<file path="src/rtl/bram_frame_ctrl.sv">
// Buffers one frame into a sync-read BRAM, then streams it back forward or reversed.
// Reads reach out_valid 3 cycles after issue; a 4-credit FIFO absorbs out_ready stalls.
module bram_frame_ctrl #(
  parameter int DATA_W    = 20,
  parameter int ADDR_W    = 12,
  parameter int FRAME_LEN = 96
) (
  input  logic              clk,
  input  logic              rst_n,
  input  logic [DATA_W-1:0] in_data,
  input  logic              in_valid,
  output logic              in_ready,
  input  logic              rd_rev,
  output logic [DATA_W-1:0] out_data,
  output logic              out_valid,
  input  logic              out_ready,
  output logic [ADDR_W-1:0] bram_addr,
  output logic [DATA_W-1:0] bram_din,
  output logic              bram_we,
  output logic              bram_en,
  input  logic [DATA_W-1:0] bram_dout,
  output logic              busy_rd,
  output logic              frame_done
);

  localparam int CNT_W = ADDR_W + 1;
  localparam logic [ADDR_W-1:0] LAST_A = ADDR_W'(FRAME_LEN - 1);
  localparam logic [CNT_W-1:0]  LEN_C  = CNT_W'(FRAME_LEN);
  localparam int FIFO_D = 4;

  typedef enum logic {ST_WRITE = 1'b0, ST_READ = 1'b1} state_t;

  state_t            state_q;
  logic              in_ready_q, rev_q, rd_p1_q, rd_p2_q;
  logic              bram_we_q, bram_en_q, frame_done_q;
  logic [ADDR_W-1:0] wr_cnt_q, popped_q, rd_addr_q, bram_addr_q;
  logic [CNT_W-1:0]  issued_q;
  logic [DATA_W-1:0] bram_din_q;

  logic [DATA_W-1:0] fifo_mem_q [FIFO_D];
  logic [1:0]        fifo_wp_q, fifo_rp_q;
  logic [2:0]        fifo_cnt_q;

  logic              wr_hs, issue, push, pop;
  logic [2:0]        credit_used;
  logic [ADDR_W-1:0] rd_addr_d;

  assign wr_hs       = (state_q == ST_WRITE) && in_valid && in_ready_q;
  // Words already in the FIFO plus reads still in the BRAM pipe must never exceed depth.
  assign credit_used = fifo_cnt_q + {2'b00, rd_p1_q} + {2'b00, rd_p2_q};
  assign issue       = (state_q == ST_READ) && (issued_q < LEN_C) && (credit_used < 3'd4);
  assign push        = rd_p2_q;
  assign pop         = out_valid && out_ready;
  assign rd_addr_d   = rev_q ? (rd_addr_q - ADDR_W'(1)) : (rd_addr_q + ADDR_W'(1));

  always_ff @(posedge clk or negedge rst_n) begin
    if (!rst_n) begin
      state_q      <= ST_WRITE;
      in_ready_q   <= 1'b0;
      rev_q        <= 1'b0;
      rd_p1_q      <= 1'b0;
      rd_p2_q      <= 1'b0;
      bram_we_q    <= 1'b0;
      bram_en_q    <= 1'b0;
      frame_done_q <= 1'b0;
      wr_cnt_q     <= '0;
      popped_q     <= '0;
      rd_addr_q    <= '0;
      bram_addr_q  <= '0;
      issued_q     <= '0;
      bram_din_q   <= '0;
    end else begin
      frame_done_q <= 1'b0;
      bram_we_q    <= 1'b0;
      bram_en_q    <= 1'b0;
      rd_p1_q      <= issue;
      rd_p2_q      <= rd_p1_q;
      case (state_q)
        ST_WRITE: begin
          in_ready_q <= 1'b1;
          if (wr_hs) begin
            bram_we_q   <= 1'b1;
            bram_en_q   <= 1'b1;
            bram_addr_q <= wr_cnt_q;
            bram_din_q  <= in_data;
            if (wr_cnt_q == LAST_A) begin
              state_q    <= ST_READ;
              in_ready_q <= 1'b0;
              wr_cnt_q   <= '0;
              rev_q      <= rd_rev;
              rd_addr_q  <= rd_rev ? LAST_A : '0;
            end else begin
              wr_cnt_q <= wr_cnt_q + ADDR_W'(1);
            end
          end
        end
        ST_READ: begin
          if (issue) begin
            bram_en_q   <= 1'b1;
            bram_addr_q <= rd_addr_q;
            rd_addr_q   <= rd_addr_d;
            issued_q    <= issued_q + CNT_W'(1);
          end
          if (pop) begin
            if (popped_q == LAST_A) begin
              state_q      <= ST_WRITE;
              in_ready_q   <= 1'b1;
              frame_done_q <= 1'b1;
              popped_q     <= '0;
              issued_q     <= '0;
            end else begin
              popped_q <= popped_q + ADDR_W'(1);
            end
          end
        end
        default: state_q <= ST_WRITE;
      endcase
    end
  end

  always_ff @(posedge clk) begin
    if (push) fifo_mem_q[fifo_wp_q] <= bram_dout;
  end

  always_ff @(posedge clk or negedge rst_n) begin
    if (!rst_n) begin
      fifo_wp_q  <= '0;
      fifo_rp_q  <= '0;
      fifo_cnt_q <= '0;
    end else begin
      if (push) fifo_wp_q <= fifo_wp_q + 2'd1;
      if (pop)  fifo_rp_q <= fifo_rp_q + 2'd1;
      case ({push, pop})
        2'b10:   fifo_cnt_q <= fifo_cnt_q + 3'd1;
        2'b01:   fifo_cnt_q <= fifo_cnt_q - 3'd1;
        default: fifo_cnt_q <= fifo_cnt_q;
      endcase
    end
  end

  assign in_ready   = in_ready_q;
  assign out_valid  = (fifo_cnt_q != 3'd0);
  assign out_data   = out_valid ? fifo_mem_q[fifo_rp_q] : '0;
  assign bram_addr  = bram_addr_q;
  assign bram_din   = bram_din_q;
  assign bram_we    = bram_we_q;
  assign bram_en    = bram_en_q;
  assign busy_rd    = (state_q == ST_READ);
  assign frame_done = frame_done_q;

endmodule

</file>
<file path="config.mk">
export PLATFORM = sky130hd
export DESIGN_NAME = bram_frame_ctrl
export DESIGN_NICKNAME = d
export VERILOG_FILES = /design/src/rtl/bram_frame_ctrl.sv
export SDC_FILE = /design/constraint.sdc
export NUM_CORES = 1
export LEC_CHECK = 0
export CORE_UTILIZATION = 51
export CTS_BUF_LIST = sky130_fd_sc_hd__clkbuf_8
export CTS_CLUSTER_SIZE = 8
export DETAILED_ROUTE_END_ITERATION = 12
export PLACE_DENSITY = 0.78
export SLEW_MARGIN = 10
export SYNTH_ARGS = -nofsm -noshare
export SYNTH_HDL_FRONTEND = slang
export SYNTH_SLANG_ARGS = --single-unit
</file>
<file path="constraint.sdc">
create_clock -name clk -period 2.3 [get_ports clk]
set_input_delay 0.345 -clock clk [delete_from_list [all_inputs] [get_ports clk]]
set_output_delay 0.345 -clock clk [all_outputs]
set_load 0.005 [all_outputs]
</file>
After elaboration in Yosys (flattened, before gate mapping). Memory sizes are Yosys's and may differ from the RTL's. Cells that the tools add are included.

Bits in writable memories: 80. Word-level logic and storage cells: 89. Memories: 1. Register bits after elaboration: 96.

Equal/unequal tests: 9. Multiplexer cells: 35. Add/subtract/negate cells: 11. Reduce and logical (&&, ||, !) cells: 13. $lt $le $gt $ge: 2. Bitwise operators: 1.

Memories: fifo_mem_q (depth 4, width 20, rd ports 1, clocked after Yosys merged registers in 0, wr ports 1, RTL line 40) `logic [DATA_W-1:0] fifo_mem_q [FIFO_D];`.

Operators by type and width (count): $mux 12 (8); $pmux 12 s2 (2); $mux 13 (3); $add 12x1->12 const B (3); $eq 12x7->1 const B (2); $mux 20 (1); $mux 1 (16); $add 13x1->13 const B (1); $lt 13x7->1 const B (1); $sub 12x1->12 const B (1); $ne 2x1->1 const B (4); $reduce_and 2->1 (4); $mux 7 (1); $add 3x1->3 (2); $pmux 1 s2 (3); $pmux 3 s2 (1); $reduce_and 3->1 (2); $logic_and 1x1->1 (5); $add 2x1->2 const B (2); $add 3x1->3 const B (1); $lt 3x3->1 const B (1); $reduce_bool 3->1 (1); $sub 3x1->3 const B (1); $eq 2x1->1 const B (1); 4 further kinds (4).

Longest topological paths before layout. Gate-level depths: netlist of the first run.

Depth after elaboration: 7. Depth in mapped cells: 9. Depth with buffers taken out: 9.

Worst setup path after synthesis of the first run. Ideal clock, no wire load.

Path type: register -> register. Start: register rev_q. End: register rd_addr_q[11]. Arrival time: 2.070 ns. Library setup time: 0.082 ns. Setup slack: 0.148 ns. Stages on the path, launching flop included: 8. Buffers on the path: 0. Cell sequence: dfrtp_1 -> ha_1 -> a21o_1 -> a21oi_2 -> a21oi_2 -> or4_4 -> a211o_1 -> o211ai_2.

Longest elaborated chain between the ends: 3.

Ends and longest elaborated chain: start, declared (RTL line 34) `logic in_ready_q, rev_q, rd_p1_q, rd_p2_q;`; start signal, assigned (RTL line 90) `rev_q <= rd_rev;`; $mux 12 (RTL line 54) `assign rd_addr_d = rev_q ? (rd_addr_q - ADDR_W'(1)) : (rd_addr_q + ADDR_W'(1));`; $mux 12 (RTL line 98) `if (issue) begin`; $pmux 12 s2 (RTL line 78) `case (state_q)`; end signal, assigned (RTL line 91) `rd_addr_q <= rd_rev ? LAST_A : '0;`; end signal, assigned (RTL line 101) `rd_addr_q <= rd_addr_d;`; end, declared (RTL line 36) `logic [ADDR_W-1:0] wr_cnt_q, popped_q, rd_addr_q, bram_addr_q;`.

No other way between the ends. The select of a mux whose other input is x is not followed. A chain may end at the register's enable or synchronous reset.

Worst setup path after layout of the first run.
Start: register fifo_rp_q[0]. End: output out_data[1].

Longest elaborated chain between the ends: 2.

Ends and longest elaborated chain: start, declared (RTL line 41) `logic [1:0] fifo_wp_q, fifo_rp_q;`; start signal, assigned (RTL line 132) `if (pop) fifo_rp_q <= fifo_rp_q + 2'd1;`; $mem_v2 4x20; $mux 20 (RTL line 143) `assign out_data = out_valid ? fifo_mem_q[fifo_rp_q] : '0;`; end, declared (RTL line 14) `output logic [DATA_W-1:0] out_data,`.

No other way between the ends.

==> results of run 1 <==
-- critical path, delay by kind of cell, from the launching register on --
kind | cells | cell delay (ns)
buffers and inverters | 4 | 0.50
and+or+nand+nor | 1 | 0.16
muxes | 1 | 0.40
DFF | 1 | 0.44
-- through the flow --
stage | total power (uW) | cell area [um2] | setup slack [ns] | hold WS [ns]
6_report | 7970 | 9580 | -0.00508 | 0.332
5_1_grt | 8350 | 9580 | -0.0711 | 0.328
4_1_cts | 8010 | 9530 | -0.0295 | 0.321
3_5_place_dp | 5670 | 8990 | -0.00327 | 0.280
3_3_place_gp | 5610 | 8990 | 0.0816 | 0.274
2_1_floorplan | 4630 | 7660 | 0.148 | 0.0494
-- layout by cell type, fill, tap and decap left out, types with 11 or more instances in the layout --
cell and instances:
mux4_2 20, inv_1 18, edfxtp_1 80, clkbuf_8 17
xnor2_1 19, buf_6 11, dfrtp_1 94, clkdlybuf4s50_1 80
nand2_1 111, nand3_1 14, and2_1 17, mux2i_1 12
and2_4 14, a21oi_1 15, o21ai_0 27, nor2_1 28
xor2_1 13, buf_4 26, ha_1 15
-- per-layer routing --
metal	part of all wire [%]	up-vias
li1	-	2390
met1	42	2569
met2	49	187
met3	6.5	39
met4	2.2	0
met5	0	-
-- logic make-up (layout without fill, tap and decap cells) --
kind of cell,Yosys count,after routing,share of synthesized area [%]
simple gates,226,226,14.2
flops,176,176,62.8
compound gates,73,73,5.77
buf+inv,39,189,2.34
xor+xnor,33,33,3.87
mux,32,32,7.45
fa+ha+maj,21,21,3.63
-- state kept, by name (all words and copies together) (netlist names), 3 cells and up --
signal,count
bram_din,20
fifo_cnt_q,3
rd_addr_q,12
popped_q,12
fifo_mem_q,80
bram_addr,12
issued_q,13
wr_cnt_q,12
-- worst paths after layout --
check	from	to	slack (ns)	depth (start not counted)
min reg2reg	rd_p1_q	push	0.40	0
max	fifo_rp_q[0]	out_data[1]	-0.005	6
min	rst_n	bram_addr[3]	0.33	2
max in group asynchronous	rst_n	fifo_rp_q[0]	1.34	3
max reg2reg	rev_q	rd_addr_q[11]	0.09	7
min in group clk	rd_p1_q	push	0.40	0
-- repair_timing --
item                                   in CTS  in global routing
pin swaps                                  18                  2
gates cloned                                2                  0
endpoints found under the hold margin      23                  0
resized for setup                          88                 22
buffers inserted                            8                  5
hold buffers                                1                  0
setup endpoints to repair                  24                 25
-- power by group --
group	leakage (uW)	internal [uW]	switching [uW]	total (uW)
Sequential	0.00190	3450	150	3600
Clock	0.000182	866	1150	2010
Combinational	0.00179	1450	899	2350
Total	0.00387	5770	2200	7970
-- final cells by class --
cell class              instances  area, um2  area share [%]
flip-flops and latches        176       4810            50.2
repair buffers                138       1350            14.1
well taps                     184        230            2.40
clock buffers                  17        234            2.44
clock inverters                15        135            1.41
inverters                      19       71.3           0.744
multi-input cells             385       2750            28.7
==> flow_summary.json, run 1 <==
{
  "tritoncts": "built",
  "worstPathCellList": "buf_6 -> buf_12 -> buf_12 -> mux4_2 -> and2_4 -> buf_6",
  "synthMostInstantiatedCell": "nand2_1",
  "status": "finished with violations",
  "setup_viol": 2,
  "ir_drop_uv": 446,
  "rows": 44,
  "grt_pass1_vias": 5273,
  "cap_violations": 0,
  "slowest_stage": "dfrtp_2",
  "cts-buffers-inserted": 17,
  "hold_violations": 0,
  "drive_gt1_share_pct": 18.7,
  "gp_congestion": 0.862,
  "wl_mm": 16.4,
  "critical_path_peak_fanout": 5,
  "startpoint_type": "flip-flop",
  "track_usage_pct": 22.1,
  "rsz0062_at_grt": "yes",
  "slew_headroom_pct": 54.0,
  "final_core_util_pct": 65.7,
  "synth_cell_types": 48,
  "clock_latency_ns": 0.45,
  "async_reset_ff_share_pct": 54.5,
  "grt_pass1_wl_mm": 26.8,
  "via_per_inst": 5.55,
  "ios": 103,
  "grtUsageMet3_pct": 6.27,
  "cp_data_required_time_ns": 1.96,
  "arrival_ns": 1.96,
  "timing.final.ws_setup_ns": -0.00508,
  "yosysTopAreaCellShare_pct": 31.4,
  "final-instance-count-excl-fill": 934,
  "post-route-min-period_ns": 2.31,
  "cts-root-buf": "clkbuf_8",
  "die_w_um": 125,
  "drtIter0Drc": 402,
  "synthCells": 600,
  "die_height_um": 125,
  "gr-usage-met2_pct": 36.0,
  "ys_seq_area_share_pct": 62.8,
  "period_share_pct": 100,
  "synth_edf_count": 80,
  "clkSlewWorstSetupHoldPaths_ns": 0.10,
  "synthesis.area_um2": 7660,
  "initial_core_util_pct": 52.5,
  "yosys.area.top_type": "dfrtp_1",
  "synthToLayoutAreaGrowth_pct": 25.1,
  "cts.sinks": 176,
  "port-buffer-count": 102,
  "core_area_um2": 14600,
  "wl_per_cell_um": 17.6,
  "ys_ff_latch": 176,
  "worst_slew_pin_slew_ns": 0.685,
  "nNetsFinal": 803,
  "crit_type": "reg -> out",
  "ys_top_cells_by_area": "dfrtp_1 (31%), edfxtp_1 (31%), mux4_2 (5.9%)",
  "grt_max_degree": 59,
  "hold_class": "in -> async",
  "gr-total-overflow": 0,
  "place_inst": 888,
  "ant_nets": 0,
  "grt-busiest-layer": "met2",
  "drc": 0,
  "timing.final.max_slew_violations": 0,
  "cpPeakStageDelay_ns": 0.44,
  "synth_ff_type": "dfrtp_1",
  "clk_path_buf_depth": 2,
  "p_per_area_nw_per_um2": 832,
  "use_met1_pct": 28.4,
  "fillers": 1024,
  "setup-tns-final_ns": -0.00969,
  "finalClockSkew_ns": 0.0117,
  "antenna_found_initial": 0,
  "synth_warnings": 0,
  "synth_area_per_cell_um2": 12.8,
  "dp_hpwl_mm": 10.6,
  "fmax_ghz": 0.434,
  "dr.pass1.iters": 7,
  "via_count": 5185,
  "p_leak_uw": 0.00387,
  "end_kind": "primary output",
  "synth_nets": 666,
  "dieArea_um2": 15500,
  "htreeDepth": 4,
  "violations": "setup timing",
  "diodes": 0,
  "synth_common_cells": "nand2_1 (111), dfrtp_1 (96), edfxtp_1 (80), and2_1 (31)"
}
Note: power is estimated with default switching activity, not from simulation.
==> run 2, diff against run 1 <==
==> constraint.sdc (replaced) <==
create_clock -name clk -period 2.3 [get_ports clk]
set_input_delay 0.46 -clock clk [delete_from_list [all_inputs] [get_ports clk]]
set_output_delay 0.46 -clock clk [all_outputs]
set_load 0.005 [all_outputs]
==> run 2 against run 1 <==
The flow still finishes with violations (setup timing). Count of clock-buffer cells in the layout grew 1. Cell count rose by 2.0%. Clock skew barely moved. Register-to-register slack worse by 0.04 ns. Via count barely moved. Highest routed layer unchanged.
==> flow_summary.json, run 2 (synthesis results as in run 1) <==
{
  "status": "finished with violations",
  "violations": "setup timing",
  "place_inst": 892,
  "switchingPower_uw": 2240,
  "worst_hold_slack_ns": 0.387,
  "die_height_um": 125,
  "p_sw_share_pct": 26.8,
  "cts-buffers-inserted": 17,
  "p_clk_share_pct": 23.7,
  "tritoncts": "built",
  "slew_headroom_pct": 65.5,
  "startpoint_type": "flip-flop",
  "period_share_pct": 105,
  "drc": 0,
  "largest_reg_flops": 80,
  "final_common_cell": "nand2_1",
  "final-instance-count-excl-fill": 953,
  "final_cell_mix": "nand2_1 (111), dfrtp_1 (94), edfxtp_1 (80), clkdlybuf4s50_1 (80), buf_6 (32)",
  "worst_slew_pin_slew_ns": 0.512,
  "die_w_um": 125,
  "reg2regPathDepth": 9,
  "ios": 103,
  "arrival_ns": 1.95,
  "ant_nets": 0,
  "cp_data_required_time_ns": 1.84,
  "dp_hpwl_mm": 10.6,
  "critical_path_peak_fanout": 4,
  "grt_max_degree": 59,
  "clk_path_buf_depth": 2,
  "p_comb_share_pct": 33.2,
  "synthToLayoutAreaGrowth_pct": 28.0,
  "end_kind": "primary output",
  "gp_congestion": 0.801,
  "core_area_um2": 14600,
  "fillers": 989,
  "power_uw": 8360,
  "port-buffer-count": 102,
  "top_register": "fifo_mem_q",
  "clock_latency_ns": 0.46,
  "grt_pass1_wl_mm": 26.8,
  "dr.pass1.iters": 6,
  "gr-total-overflow": 0,
  "nNetsFinal": 822,
  "fmax_ghz": 0.415,
  "wl_mm": 16.2,
  "setup_viol": 18,
  "grt_pass1_vias": 5458,
  "min_from": "rd_p1_q",
  "htreeDepth": 4,
  "track_usage_pct": 22.1,
  "worstHoldEndpoint": "push",
  "seqPwrFrac_pct": 43.2,
  "via_per_inst": 5.44,
  "post-route-min-period_ns": 2.41,
  "antenna_found_initial": 0,
  "holdPathStages": 0,
  "clkSlewWorstSetupHoldPaths_ns": 0.09,
  "regToRegSetupSlack_ns": 0.05,
  "r2r-end": "rd_addr_q[11]",
  "drive_gt1_share_pct": 20.9,
  "cts.sinks": 176,
  "p_leak_uw": 0.00401,
  "timing.final.max_slew_violations": 0,
  "finalClockSkew_ns": 0.0122,
  "cap_violations": 0,
  "dieArea_um2": 15500,
  "internal_power_uw": 6120,
  "design_area_um2": 9800,
  "via_count": 5189,
  "p_per_area_nw_per_um2": 853,
  "postPlaceCellArea_um2": 9030,
  "initial_core_util_pct": 52.5,
  "diodes": 0,
  "wl_per_cell_um": 17.0,
  "drtIter0Drc": 369,
  "ir_drop_uv": 572,
  "rows": 44,
  "timing.final.ws_setup_ns": -0.109,
  "rsz0062_at_grt": "yes",
  "r2r-start": "rev_q",
  "setup-tns-final_ns": -1.42,
  "crit_type": "reg -> out",
  "hold_violations": 0,
  "cts-root-buf": "clkbuf_8",
  "hold_class": "reg -> reg"
}
-- run 2: cell types whose count changed in the layout (fill, tap and decap cells not counted), moves of 3 or more --
cell,delta
buf_6,+21
buf_4,+4
clkdlybuf4s15_1,-4
clkbuf_2,-3
-- run 2: worst max-delay path by stage --
stage / from / to / slack [ns] / depth (start not counted)
finish: fifo_rp_q[0] / out_data[11] / -0.11 / 5
global route: fifo_rp_q[0] / out_data[2] / -0.18 / 5
CTS: fifo_rp_q[0] / out_data[16] / -0.13 / 5
detailed placement: rev_q / rd_addr_q[11] / -0.02 / 6
global placement: rev_q / rd_addr_q[11] / 0.05 / 7
floorplan: rev_q / rd_addr_q[11] / 0.15 / 7
-- run 2: layout make-up --
type / instances / area, um2 / area share [%]
clock buffer: 18 / 248 / 2.53
clock inverter: 14 / 116 / 1.19
inverter: 19 / 71.3 / 0.728
multi-input combinational: 385 / 2730 / 27.9
sequential: 176 / 4810 / 49.0
tap: 184 / 230 / 2.35
timing repair buffer: 157 / 1600 / 16.3
-- run 2: timing repair --
item | 4_1_cts | 5_1_grt
gates resized for setup | 132 | 11
pin swaps | 21 | 1
cloned | 2 | 0
hold buffers | 1 | 0
hold endpoints to repair | 38 | 0
setup endpoints to repair | 25 | 24
setup buffers | 20 | 6
-- run 2: per-stage QoR --
stage,setup slack (ns),utilization (%)
floorplan,0.148,-
CTS,-0.134,66.6
finish,-0.109,67.2
detailed placement,-0.0198,61.9
global placement,0.0457,61.9
global route,-0.178,67.2
-- run 2: layer usage --
| metal | track usage (%) | share of wire, % | vias up |
|---|---|---|---|
| met1 | 28.1 | 43 | 2572 |
| met2 | 36.8 | 49 | 162 |
| met5 | 0 | 0 | - |
| met3 | 5.80 | 5.7 | 26 |
| li1 | - | - | 2429 |
| met4 | 7.73 | 1.7 | 0 |
-- run 2: worst max-delay path: stages, from the launching register on --
cell,delay (ns)
dfrtp_2,0.47
clkbuf_16,0.17
buf_6,0.09
mux4_2,0.49
and2_4,0.16
buf_6,0.11
-- run 2: power groups by stage --
stage	clock network [uW]	logic, uW	registers, uW
floorplan	0	999	3640
global placement	0	2000	3650
detailed placement	0	2050	3660
CTS	2010	2720	3610
global route	2140	2970	3630
finish	1980	2770	3610
